File: src/rtl/instr_fetch_pkg.sv
// Shared defaults for the instruction fetch unit and its return buffer.
package instr_fetch_pkg;

   localparam int DEF_DATA_WIDTH   = 32;
   localparam int DEF_ADDR_WIDTH   = 12;
   localparam int DEF_RESET_PC     = 0;
   localparam int FETCH_FIFO_DEPTH = 2;
   localparam int FIFO_CNT_W       = $clog2(FETCH_FIFO_DEPTH + 1);

endpackage

File: src/rtl/fetch_skid_fifo.sv
// Two-entry buffer for returned ROM words tagged with their fetch address.
// Head entry is a plain register so the decode-facing outputs carry no combinational path.
module fetch_skid_fifo
   import instr_fetch_pkg::*;
#(
   parameter int DATA_WIDTH = DEF_DATA_WIDTH,
   parameter int ADDR_WIDTH = DEF_ADDR_WIDTH
) (
   input  logic                  clk,
   input  logic                  reset,
   input  logic                  push,
   input  logic [DATA_WIDTH-1:0] push_data,
   input  logic [ADDR_WIDTH-1:0] push_pc,
   input  logic                  pop,
   input  logic                  flush,
   output logic                  head_valid,
   output logic [DATA_WIDTH-1:0] head_data,
   output logic [ADDR_WIDTH-1:0] head_pc,
   output logic [FIFO_CNT_W-1:0] count
);

   localparam logic [FIFO_CNT_W-1:0] FULL = FIFO_CNT_W'(FETCH_FIFO_DEPTH);

   logic [DATA_WIDTH-1:0] tail_data;
   logic [ADDR_WIDTH-1:0] tail_pc;

   assign head_valid = (count != '0);

   always_ff @(posedge clk or posedge reset) begin
      if (reset) begin
         count     <= '0;
         head_data <= '0;
         head_pc   <= '0;
         tail_data <= '0;
         tail_pc   <= '0;
      end else if (flush) begin
         count <= '0;
      end else begin
         case ({push, pop})
            2'b10: begin
               if (count == '0) begin
                  head_data <= push_data;
                  head_pc   <= push_pc;
               end else begin
                  tail_data <= push_data;
                  tail_pc   <= push_pc;
               end
               count <= count + 1'b1;
            end
            2'b01: begin
               head_data <= tail_data;
               head_pc   <= tail_pc;
               count     <= count - 1'b1;
            end
            2'b11: begin
               // Occupancy is unchanged; only the entry order moves.
               if (count == FULL) begin
                  head_data <= tail_data;
                  head_pc   <= tail_pc;
                  tail_data <= push_data;
                  tail_pc   <= push_pc;
               end else begin
                  head_data <= push_data;
                  head_pc   <= push_pc;
               end
            end
            default: ;
         endcase
      end
   end

endmodule

File: src/rtl/instr_fetch.sv
// Sequential instruction fetch against a 1-cycle registered ROM with redirect and decode backpressure.
// Issues only when the return buffer is guaranteed room, so no returned word is ever dropped.
module instr_fetch
   import instr_fetch_pkg::*;
#(
   parameter int DATA_WIDTH = DEF_DATA_WIDTH,
   parameter int ADDR_WIDTH = DEF_ADDR_WIDTH,
   parameter int RESET_PC   = DEF_RESET_PC
) (
   input  logic                  clk,
   input  logic                  reset,
   output logic [ADDR_WIDTH-1:0] rom_addr,
   input  logic [DATA_WIDTH-1:0] rom_q,
   output logic                  rom_rst_n,
   input  logic                  redirect_valid,
   input  logic [ADDR_WIDTH-1:0] redirect_pc,
   output logic                  instr_valid,
   input  logic                  instr_ready,
   output logic [DATA_WIDTH-1:0] instr,
   output logic [ADDR_WIDTH-1:0] instr_pc
);

   localparam logic [ADDR_WIDTH-1:0] RST_ADDR = ADDR_WIDTH'(RESET_PC);

   logic [ADDR_WIDTH-1:0] pc;
   logic [ADDR_WIDTH-1:0] last_addr;
   logic [ADDR_WIDTH-1:0] inflight_pc;
   logic                  inflight;
   logic [FIFO_CNT_W-1:0] count;
   logic [2:0]            load;
   logic                  pop;
   logic                  push;
   logic                  issue;

   assign rom_rst_n = ~reset;
   assign pop       = instr_valid & instr_ready;
   assign push      = inflight & ~redirect_valid;

   // A word leaving this cycle frees its slot, which keeps throughput at one per cycle.
   assign load  = 3'(count) + 3'(inflight) - 3'(pop);
   assign issue = redirect_valid | (load < 3'd2);

   always_comb begin
      if (reset)               rom_addr = RST_ADDR;
      else if (redirect_valid) rom_addr = redirect_pc;
      else if (issue)          rom_addr = pc;
      else                     rom_addr = last_addr;
   end

   always_ff @(posedge clk or posedge reset) begin
      if (reset) begin
         pc          <= RST_ADDR;
         last_addr   <= RST_ADDR;
         inflight    <= 1'b0;
         inflight_pc <= RST_ADDR;
      end else begin
         last_addr <= rom_addr;
         if (redirect_valid) begin
            pc          <= redirect_pc + 1'b1;
            inflight    <= 1'b1;
            inflight_pc <= redirect_pc;
         end else if (issue) begin
            pc          <= pc + 1'b1;
            inflight    <= 1'b1;
            inflight_pc <= pc;
         end else begin
            inflight <= 1'b0;
         end
      end
   end

   fetch_skid_fifo #(
      .DATA_WIDTH(DATA_WIDTH),
      .ADDR_WIDTH(ADDR_WIDTH)
   ) u_fifo (
      .clk        (clk),
      .reset      (reset),
      .push       (push),
      .push_data  (rom_q),
      .push_pc    (inflight_pc),
      .pop        (pop),
      .flush      (redirect_valid),
      .head_valid (instr_valid),
      .head_data  (instr),
      .head_pc    (instr_pc),
      .count      (count)
   );

endmodule

File: config.mk
export PLATFORM = sky130hd
export DESIGN_NAME = instr_fetch
export DESIGN_NICKNAME = d
export VERILOG_FILES = /design/src/rtl/instr_fetch_pkg.sv /design/src/rtl/fetch_skid_fifo.sv /design/src/rtl/instr_fetch.sv
export SDC_FILE = /design/constraint.sdc
export NUM_CORES = 1
export LEC_CHECK = 0
export CAP_MARGIN = 20
export CORE_ASPECT_RATIO = 0.9
export CORE_MARGIN = 2
export CORE_UTILIZATION = 57
export DETAILED_ROUTE_END_ITERATION = 16
export MAX_ROUTING_LAYER = met4
export PLACE_DENSITY = 0.92
export SLEW_MARGIN = 5
export SYNTH_ARGS = -nofsm -noshare
export SYNTH_HDL_FRONTEND = slang
export SYNTH_SLANG_ARGS = --single-unit
File: constraint.sdc
create_clock -name clk -period 7.65 [get_ports clk]
set_input_delay 0.765 -clock clk [delete_from_list [all_inputs] [get_ports clk]]
set_output_delay 0.765 -clock clk [all_outputs]
set_load 0.05 [all_outputs]
==> key figures <==
Status
  • Status: finished, final reports clean

Clock network
  • CTS root buffer: clkbuf_16
  • Clock Latency Late Sink: roughly 0.40 ns
  • Cts bufs inserted: 17
  • CTS Sinks: between 100 and 150
  • Post-CTS sizing: 0
  • Hold buffers post-CTS: 0
  • Clock transition at the registers of the reported paths: approximately 0.05 ns
  • CTS tree: done
  • H-tree depth: 4
  • Post-CTS Setup Repair Bufs: 0
  • Maximum buffer depth of the clock tree: 2

Worst setup path
  • Crit path kind: in2out
  • CP top delay family: buffers and inverters
  • Crit path from: instr_ready
  • R2R Setup Slk: about 4.2 ns
  • Worst-path maximum fanout: 19
  • Crit path cell chain: clkdlybuf4s50_1 -> nand2_2 -> inv_1 -> ha_1 -> nand2b_1 -> fa_1 -> xnor2_1 -> and2_1 -> nor2_4 -> inv_2 -> nor2_1 -> a211oi_1 -> clkdlybuf4s50_1
  • CP bufs+invs: 4
  • Arr. time, crit path: roughly 4.7 ns
  • Slowest stage delay, CP: 0.87 ns
  • Reg2Reg Depth: 12
  • Crit path launch type: primary input
  • Most Frequent Cell on Critical Path: clkdlybuf4s50_1
  • CP Capture Type: output port
  • Critical path endpoint: rom_addr[10]
  • Slowest CP cell: clkdlybuf4s50_1
  • Launching point of the worst reg2reg path: u_fifo.count[1]
  • Critical path required time: between 6 and 7 ns
  • Critical Path Stages: 13
  • FF-to-FF End: pc[6]

Synthesis
  • Sequential area share after synthesis: 54.6%
  • Top cells by area, synth: dfrtp_1, mux2i_1, mux2_2
  • Synthesized flop and latch total: between 100 and 150
  • FFs w/ async S/R, synth: between 90% and 100%
  • Post-synth top area cell: dfrtp_1
  • Synth Instances: between 500 and 600
  • Share of the synthesized area in the top cell type: approximately 55%
  • Netlist cell types: 49
  • Synth Cell Area: slightly below 6000 sq um
  • Mean post-synth cell area: roughly 12 sq um
  • Number of enable flip-flop cells after synthesis: 0
  • Post-synth top flop: dfrtp_1
  • Net Count, Synth: roughly 550
  • YS warnings: 0

Floorplanning
  • Die Y: 99.9 um
  • Initial Util: 59.3%
  • CORE AREA: 9830 sq um
  • Io pins: about 110
  • Die area: 11000 sq um
  • Row count: 34
  • Die Wd: 111 um

GRT
  • Vias in the first global route: 4292
  • Initial antenna violation count: 0
  • Largest net degree at the start of global routing: 89
  • First-pass GRT wire length: about 22 mm
  • Overall Global Routing Usage: a little over a quarter
  • GR Overflow Total: 0

Routing
  • Antenna Violating Nets Remaining: 0
  • Starting DRT DRC Count: approximately 320
  • Initial DRT Pass Iterations: 5
  • DRC: 0
  • DR WL/cell: 18.1 um
  • Drt total wl: 13.4 mm
  • Vias/cell: 5.81
  • Vias: between 4000 and 5000

Timing
  • Part of the cycle the worst path needs: a little under three quarters
  • Final hold viol count: 0
  • Slew Limit Fails: 0
  • Setup Viol. Count Final: 0
  • Min cycle time layout: 5.45 ns
  • Max Freq: 184 MHz
  • TNS Setup: 0 ns
  • Worst slew margin: 32.3%
  • Setup ws final: about 2.2 ns
  • Worst slew pin tran: 1.01 ns
  • RSZ-0062 raised after global routing: false
  • Clk_skew: ~0.0087 ns

Layout
  • Ant diodes: 0
  • Most common cell after layout, fill and taps aside: dfrtp_1
  • Final core occ: around three quarters
  • Final #Nets: 654
  • Commonest non-fill, non-tap cells in the layout: dfrtp_1, clkdlybuf4s50_1, a21oi_1, nor2_1, mux2i_1
  • Filler Cells Inserted: 639
  • Layout cells sized above 1: between 10% and 20%
  • Synthesis-to-finish area growth: 28.2%

Job
  • Number of max-cap violations: 0

Power and ir drop
  • Peak VDD IR: approximately 420 uV
  • Power per cell area: ~500 nW/um^2
  • P_leak: around 3.3 nW

Placed design
  • Routability cong.: ~0.84
  • Detailed Place HPWL: 8.38 mm
  • DP Worst Slack: around 2.3 ns
  • IO buf count: ~110

Min path
  • Worst min path class: reg2reg
[metrics by stage]
step	area, sq um	total power, mW	hold WS [ns]	std cells
6_report	7470	3.65	0.499	742
5_1_grt	7470	3.84	0.513	742
4_1_cts	7470	3.67	0.505	742
3_5_place_dp	6910	2.87	0.492	710
3_3_place_gp	6910	2.79	0.485	710
2_1_floorplan	5830	2.38	0.479	503
[synthesized netlist by cell type, types with 2 or more instances]
library cell	count
dfrtp_1	127
a21oi_1	68
nor2_1	62
mux2i_1	53
mux2_2	47
nand2_1	28
buf_2	12
a211oi_1	10
xnor2_1	10
nor2b_1	9
clkbuf_1	8
xor2_1	8
buf_6	6
inv_1	6
nand3_1	5
nand4_1	4
buf_4	2
ha_1	2
inv_2	2
nand2_2	2
nor3_1	2
o21ai_0	2
o21ai_1	2
[area by class of cell]
type,instances,area (sq um),share of cell area (%)
sequential,127,3180,42.6
multi-input combinational,340,2460,33.0
timing repair buffer,109,1080,14.4
clock buffer,17,425,5.70
tap,126,158,2.11
clock inverter,15,136,1.83
inverter,8,32.5,0.436
[how the worst min path moves through the flow]
| stage | cells past startpoint | slack, ns | end | startpoint |
|---|---|---|---|---|
| global placement | 1 | 0.49 | u_fifo.tail_data[31] | u_fifo.tail_data[31] |
| global route | 1 | 0.51 | u_fifo.tail_data[15] | u_fifo.tail_data[15] |
| floorplan | 1 | 0.48 | u_fifo.tail_data[31] | u_fifo.tail_data[31] |
| finish | 1 | 0.50 | u_fifo.tail_data[7] | u_fifo.tail_data[7] |
| CTS | 1 | 0.51 | u_fifo.tail_pc[7] | u_fifo.tail_pc[7] |
| detailed placement | 1 | 0.49 | u_fifo.tail_data[20] | u_fifo.tail_data[20] |
[routing by layer]
metal	vias to the layer above	global-route usage, %	wire (um)
met5	-	-	0
met4	0	7.98	157
met3	17	5.74	805
met2	188	41.4	6570
met1	2141	34.5	5880
li1	1963	-	-
[kinds of logic (layout without fill, tap and decap cells)]
family	count (synthesis)	count (layout)	synth area share (%)
compound gates	95	95	9.90
xor+xnor	18	18	2.71
fa+ha+maj	3	3	0.773
buf+inv	36	149	3.48
flops	127	127	54.6
mux	101	101	18.4
simple gates	123	123	10.1
[where the power goes]
group	switching, mW	internal [mW]
sequential	0.206	0.992
combinational	1.08	0.619
clock	0.305	0.450
total	1.59	2.06
[flip-flops by register name (all words and copies together) (netlist names)]
register          count
last_addr            12
u_fifo.head_pc       12
u_fifo.head_data     32
u_fifo.count          2
u_fifo.tail_pc       12
inflight              1
pc                   12
u_fifo.tail_data     32
inflight_pc          12
No activity file was read; power rests on OpenSTA's default activity.
